## src/rtl/alu_pkg.sv

```systemverilog
// Shared definitions for the ALU command sequencer: op codes, FSM states and
// the layout of the command word held in the FIFO.
package alu_pkg;

    localparam logic [1:0] OP_ADD = 2'b00;
    localparam logic [1:0] OP_SUB = 2'b01;
    localparam logic [1:0] OP_MUL = 2'b10;
    localparam logic [1:0] OP_DIV = 2'b11;

    typedef enum logic [1:0] {
        S_IDLE = 2'd0,
        S_EXEC = 2'd1,
        S_RESP = 2'd2
    } state_e;

    // Command word is {tag, op, b, a}; the tag sits above the fixed 18-bit body.
    localparam int CMD_BASE_W = 18;
    localparam int A_LSB      = 0;
    localparam int B_LSB      = 8;
    localparam int OP_LSB     = 16;
    localparam int TAG_LSB    = 18;

    function automatic int cmd_w(input int tag_w);
        return tag_w + CMD_BASE_W;
    endfunction

endpackage

```

## src/rtl/alu_cmd_fifo.sv

```systemverilog
// Circular-buffer FIFO holding queued ALU commands; pointers wrap modulo DEPTH
// and the occupancy count runs 0..DEPTH.
module alu_cmd_fifo #(
    parameter int DEPTH = 4,
    parameter int WIDTH = 22
) (
    input  logic                   clk,
    input  logic                   rst,
    input  logic                   push,
    input  logic [WIDTH-1:0]       wr_data,
    input  logic                   pop,
    output logic [WIDTH-1:0]       rd_data,
    output logic                   full,
    output logic                   empty,
    output logic [$clog2(DEPTH):0] count
);

    localparam int PTR_W = $clog2(DEPTH);
    localparam int CNT_W = PTR_W + 1;

    logic [WIDTH-1:0] mem [DEPTH];
    logic [PTR_W-1:0] wr_ptr_q, wr_ptr_d;
    logic [PTR_W-1:0] rd_ptr_q, rd_ptr_d;
    logic [CNT_W-1:0] count_q, count_d;
    logic             do_push, do_pop;

    assign full    = (count_q == CNT_W'(DEPTH));
    assign empty   = (count_q == '0);
    assign count   = count_q;
    assign rd_data = mem[rd_ptr_q];

    assign do_push = push && !full;
    assign do_pop  = pop && !empty;

    always_comb begin
        wr_ptr_d = wr_ptr_q;
        rd_ptr_d = rd_ptr_q;
        count_d  = count_q;
        if (do_push) wr_ptr_d = wr_ptr_q + PTR_W'(1);
        if (do_pop)  rd_ptr_d = rd_ptr_q + PTR_W'(1);
        unique case ({do_push, do_pop})
            2'b10:   count_d = count_q + CNT_W'(1);
            2'b01:   count_d = count_q - CNT_W'(1);
            default: count_d = count_q;
        endcase
    end

    // NOTE: sequential state uses non-blocking assignments so every flop samples pre-edge values.
    always_ff @(posedge clk or posedge rst) begin
        if (rst) begin
            wr_ptr_q <= '0;
            rd_ptr_q <= '0;
            count_q  <= '0;
        end else begin
            wr_ptr_q <= wr_ptr_d;
            rd_ptr_q <= rd_ptr_d;
            count_q  <= count_d;
        end
    end

    // NOTE: storage is not reset; the cleared count/pointers make stale words unreachable.
    always_ff @(posedge clk) begin
        if (do_push) mem[wr_ptr_q] <= wr_data;
    end

endmodule

```

## src/rtl/alu_cmd_sequencer.sv

```systemverilog
// Issues queued tagged commands to an external combinational ALU from registered
// outputs and returns tagged responses, counting divide-by-zero errors.
module alu_cmd_sequencer
    import alu_pkg::*;
#(
    parameter int DEPTH    = 4,
    parameter int TAG_W    = 4,
    parameter int ERRCNT_W = 8
) (
    input  logic                clk,
    input  logic                rst,
    input  logic                cmd_valid,
    output logic                cmd_ready,
    input  logic [7:0]          cmd_a,
    input  logic [7:0]          cmd_b,
    input  logic [1:0]          cmd_op,
    input  logic [TAG_W-1:0]    cmd_tag,
    output logic [7:0]          alu_a,
    output logic [7:0]          alu_b,
    output logic [1:0]          alu_op,
    input  logic [15:0]         alu_result,
    input  logic                alu_error,
    output logic                rsp_valid,
    input  logic                rsp_ready,
    output logic [15:0]         rsp_result,
    output logic                rsp_error,
    output logic [TAG_W-1:0]    rsp_tag,
    output logic [ERRCNT_W-1:0] err_cnt,
    output logic                busy
);

    localparam int CMD_W = cmd_w(TAG_W);

    state_e              state_q, state_d;
    logic [7:0]          alu_a_q, alu_a_d;
    logic [7:0]          alu_b_q, alu_b_d;
    logic [1:0]          alu_op_q, alu_op_d;
    logic [TAG_W-1:0]    tag_q, tag_d;
    logic                rsp_valid_q, rsp_valid_d;
    logic [15:0]         rsp_result_q, rsp_result_d;
    logic                rsp_error_q, rsp_error_d;
    logic [TAG_W-1:0]    rsp_tag_q, rsp_tag_d;
    logic [ERRCNT_W-1:0] err_cnt_q, err_cnt_d;

    logic                  fifo_full, fifo_empty, fifo_pop, issue;
    logic [CMD_W-1:0]      fifo_head;
    logic [$clog2(DEPTH):0] fifo_count;

    alu_cmd_fifo #(
        .DEPTH (DEPTH),
        .WIDTH (CMD_W)
    ) u_fifo (
        .clk     (clk),
        .rst     (rst),
        .push    (cmd_valid && cmd_ready),
        .wr_data ({cmd_tag, cmd_op, cmd_b, cmd_a}),
        .pop     (fifo_pop),
        .rd_data (fifo_head),
        .full    (fifo_full),
        .empty   (fifo_empty),
        .count   (fifo_count)
    );

    assign cmd_ready  = !fifo_full;
    assign busy       = (state_q != S_IDLE) || (fifo_count != '0);
    assign alu_a      = alu_a_q;
    assign alu_b      = alu_b_q;
    assign alu_op     = alu_op_q;
    assign rsp_valid  = rsp_valid_q;
    assign rsp_result = rsp_result_q;
    assign rsp_error  = rsp_error_q;
    assign rsp_tag    = rsp_tag_q;
    assign err_cnt    = err_cnt_q;

    // NOTE: every combinational output gets a default first so no latch is inferred.
    always_comb begin
        state_d      = state_q;
        alu_a_d      = alu_a_q;
        alu_b_d      = alu_b_q;
        alu_op_d     = alu_op_q;
        tag_d        = tag_q;
        rsp_valid_d  = rsp_valid_q;
        rsp_result_d = rsp_result_q;
        rsp_error_d  = rsp_error_q;
        rsp_tag_d    = rsp_tag_q;
        err_cnt_d    = err_cnt_q;
        issue        = 1'b0;

        unique case (state_q)
            S_IDLE: issue = !fifo_empty;
            S_EXEC: begin
                rsp_result_d = alu_result;
                rsp_error_d  = alu_error;
                rsp_tag_d    = tag_q;
                rsp_valid_d  = 1'b1;
                state_d      = S_RESP;
                if (alu_error && (err_cnt_q != '1)) err_cnt_d = err_cnt_q + ERRCNT_W'(1);
            end
            S_RESP: begin
                if (rsp_ready) begin
                    rsp_valid_d = 1'b0;
                    state_d     = S_IDLE;
                    issue       = !fifo_empty;
                end
            end
            default: state_d = S_IDLE;
        endcase

        // Shared issue path for both IDLE start and back-to-back issue from RESP.
        if (issue) begin
            alu_a_d  = fifo_head[A_LSB +: 8];
            alu_b_d  = fifo_head[B_LSB +: 8];
            alu_op_d = fifo_head[OP_LSB +: 2];
            tag_d    = fifo_head[TAG_LSB +: TAG_W];
            state_d  = S_EXEC;
        end
        fifo_pop = issue;
    end

    always_ff @(posedge clk or posedge rst) begin
        if (rst) begin
            state_q      <= S_IDLE;
            alu_a_q      <= '0;
            alu_b_q      <= '0;
            alu_op_q     <= '0;
            tag_q        <= '0;
            rsp_valid_q  <= 1'b0;
            rsp_result_q <= '0;
            rsp_error_q  <= 1'b0;
            rsp_tag_q    <= '0;
            err_cnt_q    <= '0;
        end else begin
            state_q      <= state_d;
            alu_a_q      <= alu_a_d;
            alu_b_q      <= alu_b_d;
            alu_op_q     <= alu_op_d;
            tag_q        <= tag_d;
            rsp_valid_q  <= rsp_valid_d;
            rsp_result_q <= rsp_result_d;
            rsp_error_q  <= rsp_error_d;
            rsp_tag_q    <= rsp_tag_d;
            err_cnt_q    <= err_cnt_d;
        end
    end

endmodule

```

## config.mk

```make
export PLATFORM = sky130hd
export DESIGN_NAME = alu_cmd_sequencer
export DESIGN_NICKNAME = d
export VERILOG_FILES = /design/src/rtl/alu_pkg.sv /design/src/rtl/alu_cmd_fifo.sv /design/src/rtl/alu_cmd_sequencer.sv
export SDC_FILE = /design/constraint.sdc
export NUM_CORES = 1
export LEC_CHECK = 0
export ABC_AREA = 1
export ABC_CLOCK_PERIOD_IN_PS = 3100
export BUFFER_PORTS_ARGS = -buffer_cell sky130_fd_sc_hd__clkbuf_2
export CELL_PAD_IN_SITES_DETAIL_PLACEMENT = 1
export CELL_PAD_IN_SITES_GLOBAL_PLACEMENT = 2
export CORE_MARGIN = 2
export CORE_UTILIZATION = 36
export CTS_CLUSTER_SIZE = 10
export DETAILED_ROUTE_END_ITERATION = 8
export PLACE_DENSITY = 0.8
export SLEW_MARGIN = 0
export SYNTH_ARGS = -nofsm -noshare
export SYNTH_HDL_FRONTEND = slang
export SYNTH_SLANG_ARGS = --single-unit
```

## constraint.sdc

```tcl
create_clock -name clk -period 3.1 [get_ports clk]
set_clock_uncertainty 0.15 [all_clocks]
set_input_delay 0.31 -clock clk [delete_from_list [all_inputs] [get_ports clk]]
set_output_delay 0.31 -clock clk [all_outputs]
set_load 0.01 [all_outputs]
```

Word level (Yosys, flattened, before mapping) --
Memories as Yosys holds them, arrays and structs flattened. A register that Yosys moved wholly into a read port is not among the register bits. Index checks and enable logic that the tools add are counted.
Cells by class: add/sub/neg operators 5, reductions and logical operators 16, multiplexer cells 10, equality and inequality tests 9
Operator list (count):
- 8-bit by 1-bit adder with 8-bit output (second input constant) | 1
- 8-bit inequality test (second input constant) | 1
- 2-bit case mux with 3 select lines | 1
- 3-bit case mux with 2 select lines | 1
- 2-bit AND reduction | 3
- 2-bit nonzero test | 3
- 2-bit by 1-bit adder with 2-bit output (second input constant) | 2
- 2-bit by 1-bit == test with 1-bit output (second input constant) | 2
- 2-bit == test (second input constant) | 2
- 1-bit logical AND | 4
- 1-bit 2-to-1 mux | 4
- 2-bit 2-to-1 mux | 2
- 1-bit case mux with 2 select lines | 2
- 3-bit by 1-bit adder with 3-bit output (second input constant) | 1
- 3-bit == test (second input constant) | 1
- 3-bit logical NOT | 1
- 3-bit by 2-bit inequality test with 1-bit output (second input constant) | 1
- 3-bit nonzero test | 1
- 3-bit by 1-bit subtractor with 3-bit output (second input constant) | 1
- 1-bit logical NOT | 2
- 2-bit logical NOT | 1
- 2-bit by 1-bit inequality test with 1-bit output (second input constant) | 1
- 2-bit inequality test (second input constant) | 1
- 1-bit logical OR | 1
Word-level totals: memories 1, output and inout port bits 50, bits of input ports 43, RAM bits 88, flip-flop bits (word level) 39
Memories:
- u_fifo.mem | words 4, width 22, read ports 1, clocked after memory_dff 1, wr ports 1, RTL line alu_cmd_fifo.sv:21 | logic [WIDTH-1:0] mem [DEPTH];

Depth between registers and ports, before layout --
depth in word-level cells 7, mapped depth 11, mapped depth without buffers 10

By module --
Synthesis repeated with hierarchy kept, for this count alone.
Unflattened totals: cells, all modules 586, area total of the unflattened synthesis 6261.0 sq um
By module, submodules not included:
- alu_cmd_fifo | sequential area each 2817.7 sq um, area an instance 3975.1 sq um, instances 1, cells an instance 318
- alu_cmd_sequencer | sequential area each 1351.3 sq um, area an instance 2285.9 sq um, instances 1, cells an instance 268

Worst setup path after synthesis --
No wires, ideal clock.
path type register to register, start point register u_fifo.count_q[0] (netlist: u_fifo.count[0]), end point memory u_fifo.mem[0][0] (enable), stages on the path, launching flop included 5, clock period less this slack 2210 ps, library setup time 401 ps, path slack 890 ps, arrival 1659 ps, path through dfrtp_1 > inv_1 > nand3_1 > nand2_2 > nor2_1
On the way: word-level cells in the longest chain between the ends 6
Ends and longest elaborated chain:
- from (decl) | RTL line alu_cmd_fifo.sv:24 | logic [CNT_W-1:0] count_q, count_d;
- from (signal assigned) | RTL line alu_cmd_fifo.sv:57 | count_q <= count_d;
- 3-bit == test * | RTL line alu_cmd_fifo.sv:27 | assign full = (count_q == CNT_W'(DEPTH));
- 1-bit logical NOT * | RTL line alu_cmd_sequencer.sv:64 | assign cmd_ready = !fifo_full;
- net cmd_ready | RTL line alu_cmd_sequencer.sv:13 | output logic cmd_ready,
- 1-bit logical AND | RTL line alu_cmd_sequencer.sv:55 | .push (cmd_valid && cmd_ready),
- 1-bit logical AND * | RTL line alu_cmd_fifo.sv:32 | assign do_push = push && !full;
- 1-bit 2-to-1 mux * | RTL line alu_cmd_fifo.sv:63 | if (do_push) mem[wr_ptr_q] <= wr_data;
- 1-bit 2-to-1 mux (implied by the code) * | RTL line alu_cmd_fifo.sv:63
- to (decl) | RTL line alu_cmd_fifo.sv:21
The timed path passes the listed nets; every way through them passes the cells marked *.

Worst setup path in the final report --
start point register state_q[0], end point register u_fifo.count_q[2] (netlist: u_fifo.count[2])
On the way: word-level cells in the longest chain between the ends 5, elaborated cells on any way between the ends 8
Ends and longest elaborated chain:
- from (decl) | RTL line alu_cmd_sequencer.sv:34 | state_e state_q, state_d;
- from (signal assigned) | RTL line alu_cmd_sequencer.sv:133 | state_q <= state_d;
- 2-bit == test or 2-bit logical NOT (tied branches) | RTL line alu_cmd_sequencer.sv:89 | unique case (state_q)
- 1-bit case mux with 2 select lines * | RTL line alu_cmd_sequencer.sv:89
- 1-bit logical AND * | RTL line alu_cmd_fifo.sv:33 | assign do_pop = pop && !empty;
- 2-bit by 1-bit == test with 1-bit output or 2-bit == test (tied branches) | RTL line alu_cmd_fifo.sv:41 | unique case ({do_push, do_pop})
- 3-bit case mux with 2 select lines or 2-bit nonzero test (tied branches)
Every way passes the cells marked *; elsewhere a longest branch is shown, timed or not. A chain may end at the register's enable or synchronous reset.

==> flow_metrics.py <==
metrics = {
    "run_status": {
        "status": "finished, final reports clean",
    },
    "power_and_ir_drop": {
        "p_sw_mw": 2.87,
        "p_leak_nw": 3.44,
        "peakVddDrop_uv": 476,
        "switching_share_pct": 36.7,
        "p_seq_share_pct": 38.9,
        "power.density_mw_per_mm2": 1020,
        "internal_power_mw": 4.96,
        "total_power_mw": 7.83,
        "clkPwrFrac_pct": 27.1,
        "comb_power_share_pct": 34.0,
    },
    "timing": {
        "finalSetupTns_ps": 0,
        "setup_viol": 0,
        "min_period_ps": 2380,
        "finalHoldViolations": 0,
        "slew_viol_final": 0,
        "tightest_slew_ps": 562,
        "rsz0062_at_grt": "false",
        "min_period_over_period_pct": 76.8,
        "fin_ws_ps": 721,
        "slew-limit-headroom_pct": 62.5,
        "clock.fmax_mhz": 420,
    },
    "setup_path": {
        "reg2reg_from": "state_q[0]",
        "cp_data_required_time_ps": 3280,
        "path_cells": "a21oi_2 -> nand2_2 -> inv_4 -> ha_1 -> inv_1 -> fa_1 -> or2_2 -> nand2_1 -> xor2_1",
        "setup.worst_path.end_class": "register",
        "rr_worst_depth": 9,
        "path_max_fanout": 24,
        "crit_path_top_delay_cell": "dfrtp_1",
        "worst_setup_path_start_kind": "register",
        "r2r_end": "u_fifo.count[2]",
        "arrival_ps": 2560,
        "criticalPathCategory": "register to register",
        "regToRegSetupSlack_ps": 720,
        "slowest_delay_ps": 440,
    },
    "clocking": {
        "cts_tree": "done",
        "postCtsSetupBuffers": 0,
        "clk_pin_slew_worst_paths_ps": 60,
        "htreeDepth": 4,
        "cts_root_buf": "clkbuf_16",
        "clk_path_buf_depth": 2,
        "clk_latency_ps": 410,
        "clock-sinks": 149,
        "cts_made_buffers": 17,
    },
    "worst_hold_path": {
        "worstHoldPathCells": 1,
        "hold_start": "cmd_tag[3]",
        "hold_path_end": "u_fifo.mem[2][21]",
        "holdCritPathClass": "input pin to register",
    },
    "final_layout": {
        "diodes": 0,
        "stdcell_area_mm2": 0.00770,
        "layout.nets": 752,
        "drive_above_1_share_pct": 21.0,
        "areaGrowthSynthToFinish_pct": 27.7,
        "layout_common_cells": "nand2_1, nor2_1, clkbuf_2",
        "final_common_cell": "nand2_1",
        "postLayoutCoreUtil_pct": 46.8,
    },
    "detailed_routing": {
        "drt_pass1_iterations": 4,
        "drc": 0,
        "vias_per_cell": 4.67,
        "num_vias": 4366,
        "met1_length_mm": 6.44,
        "drtIter0Drc": 140,
        "met2_length_mm": 7.24,
        "antenna_left": 0,
        "topRoutingLayerUsed": "met4",
        "routedWlPerCell_um": 15.5,
        "finalWirelength_mm": 14.5,
        "dr_wl_met3_um": 570,
    },
    "die": {
        "fp.dieArea_mm2": 0.0178,
        "core-area_mm2": 0.0165,
        "rows": 47,
        "die_h_um": 133,
        "pin_count": 93,
        "initial_utilization_pct": 36.6,
        "die_x_um": 133,
    },
    "global_route": {
        "grt_pass1_wl_mm": 23.6,
        "overflow": 0,
        "grt_pass1_vias": 4647,
        "grt.total_usage_pct": 17.1,
        "antenna_found_initial": 0,
        "grt_max_degree": 47,
    },
    "placement": {
        "port_buffers": 92,
        "placed_area_mm2": 0.00671,
        "pre_cts_ws_ps": 710,
        "finalWeightedCongestion": 0.746,
        "dp_hpwl_mm": 8.82,
    },
    "yosys": {
        "syn_area_mm2": 0.00603,
        "yosys_register_bits": 149,
        "yosysWarnings": 0,
        "synth-seq-area-share_pct": 69.2,
        "synth.avg_cell_area_um2": 10.7,
        "synth_area_leaders": "edfxtp_1, dfrtp_1, nand2_1",
        "syn_inst": 565,
        "yosys.area.top_type": "edfxtp_1",
        "yosysUniqueCellTypes": 26,
        "synth_top_area_share_pct": 43.8,
        "synth_nets": 615,
    },
    "flow_run": {
        "max-cap-violations": 0,
    },
}
[how the worst max path moves through the flow]
stage / startpoint / end / slack, ps
after floorplan: u_fifo.count[0] / u_fifo.mem[0][0] / 890
after global placement: rsp_ready / u_fifo.count[2] / 820
after detailed placement: rsp_ready / u_fifo.count[2] / 710
after CTS: state_q[0] / u_fifo.count[2] / 690
after global routing: state_q[0] / u_fifo.count[2] / 590
final: state_q[0] / u_fifo.count[2] / 720
[metrics by stage]
stage               instances  hold slack (ps)
floorplan                 565              259
global placement          865              209
detailed placement        865              228
CTS                       935             6.54
global route              935             20.6
finish                    935             29.5
[critical path: cells and delay by family, from the launching register on]
| kind | cells | cell delay (ps) |
|---|---|---|
| DFF | 1 | 440 |
| AOI/OAI and AO/OA | 1 | 140 |
| and+or+nand+nor | 3 | 470 |
| buffers and inverters | 2 | 310 |
| adders and majority gates | 2 | 590 |
| xor gates and xnor gates | 1 | 170 |
[power by group through the flow]
stage               Clock (mW)  Sequential (mW)  Combinational (mW)
floorplan                    0             3.15                1.69
global placement             0             3.04                2.54
detailed placement           0             3.08                2.66
CTS                       2.18             3.05                2.72
global route              2.27             3.11                3.05
finish                    2.12             3.04                2.66
[Yosys cell counts]
master,number
a21oi_1,2
a21oi_2,1
buf_2,12
buf_4,7
buf_6,2
dfrtp_1,61
edfxtp_1,88
fa_1,1
ha_1,6
inv_1,20
inv_2,3
inv_4,3
nand2_1,182
nand2_2,3
nand2_4,2
nand3_1,8
nand4_1,2
nor2_1,102
nor2_2,1
nor2_8,1
nor3_1,1
o21ai_0,22
o21ai_1,27
or2_2,1
xnor2_1,3
xor2_1,4
[timing repair]
item / 4_1_cts / 5_1_grt
hold buffers: 38 / 0
endpoints found under the hold margin: 121 / 0
resized for setup: 0 / 0
setup endpoints to repair: 0 / 0
[layer usage]
layer | track usage (%) | vias up
met2 | 29.6 | 99
met3 | 3.20 | 19
li1 | - | 2105
met4 | 7.51 | 0
met1 | 21.0 | 2143
met5 | 0 | -
[flip-flops by register name (all words and copies together), names as in the netlist]
name and flops:
rsp_tag 4, alu_a 8, rsp_valid 1, u_fifo.wr_ptr_q 2
rsp_error 1, rsp_result 16, u_fifo.mem 88, state_q 2
tag_q 4, alu_op 2, alu_b 8, u_fifo.count 3
err_cnt 8, u_fifo.rd_ptr_q 2
[kinds of logic after synthesis]
logic type	share of synthesized area [%]
xor+xnor	1.02
flops	69.2
buf+inv	3.99
fa+ha+maj	1.58
simple gates	19.9
compound gates	4.38
[layout make-up]
cell class / instances / area [um^2]
timing repair buffer: 139 / 908
tap: 220 / 275
clock inverter: 14 / 184
clock buffer: 18 / 429
fill: 1883 / 8770
multi-input combinational: 369 / 1630
sequential: 149 / 4170
inverter: 26 / 105
Power figures use the tool's default switching activity.
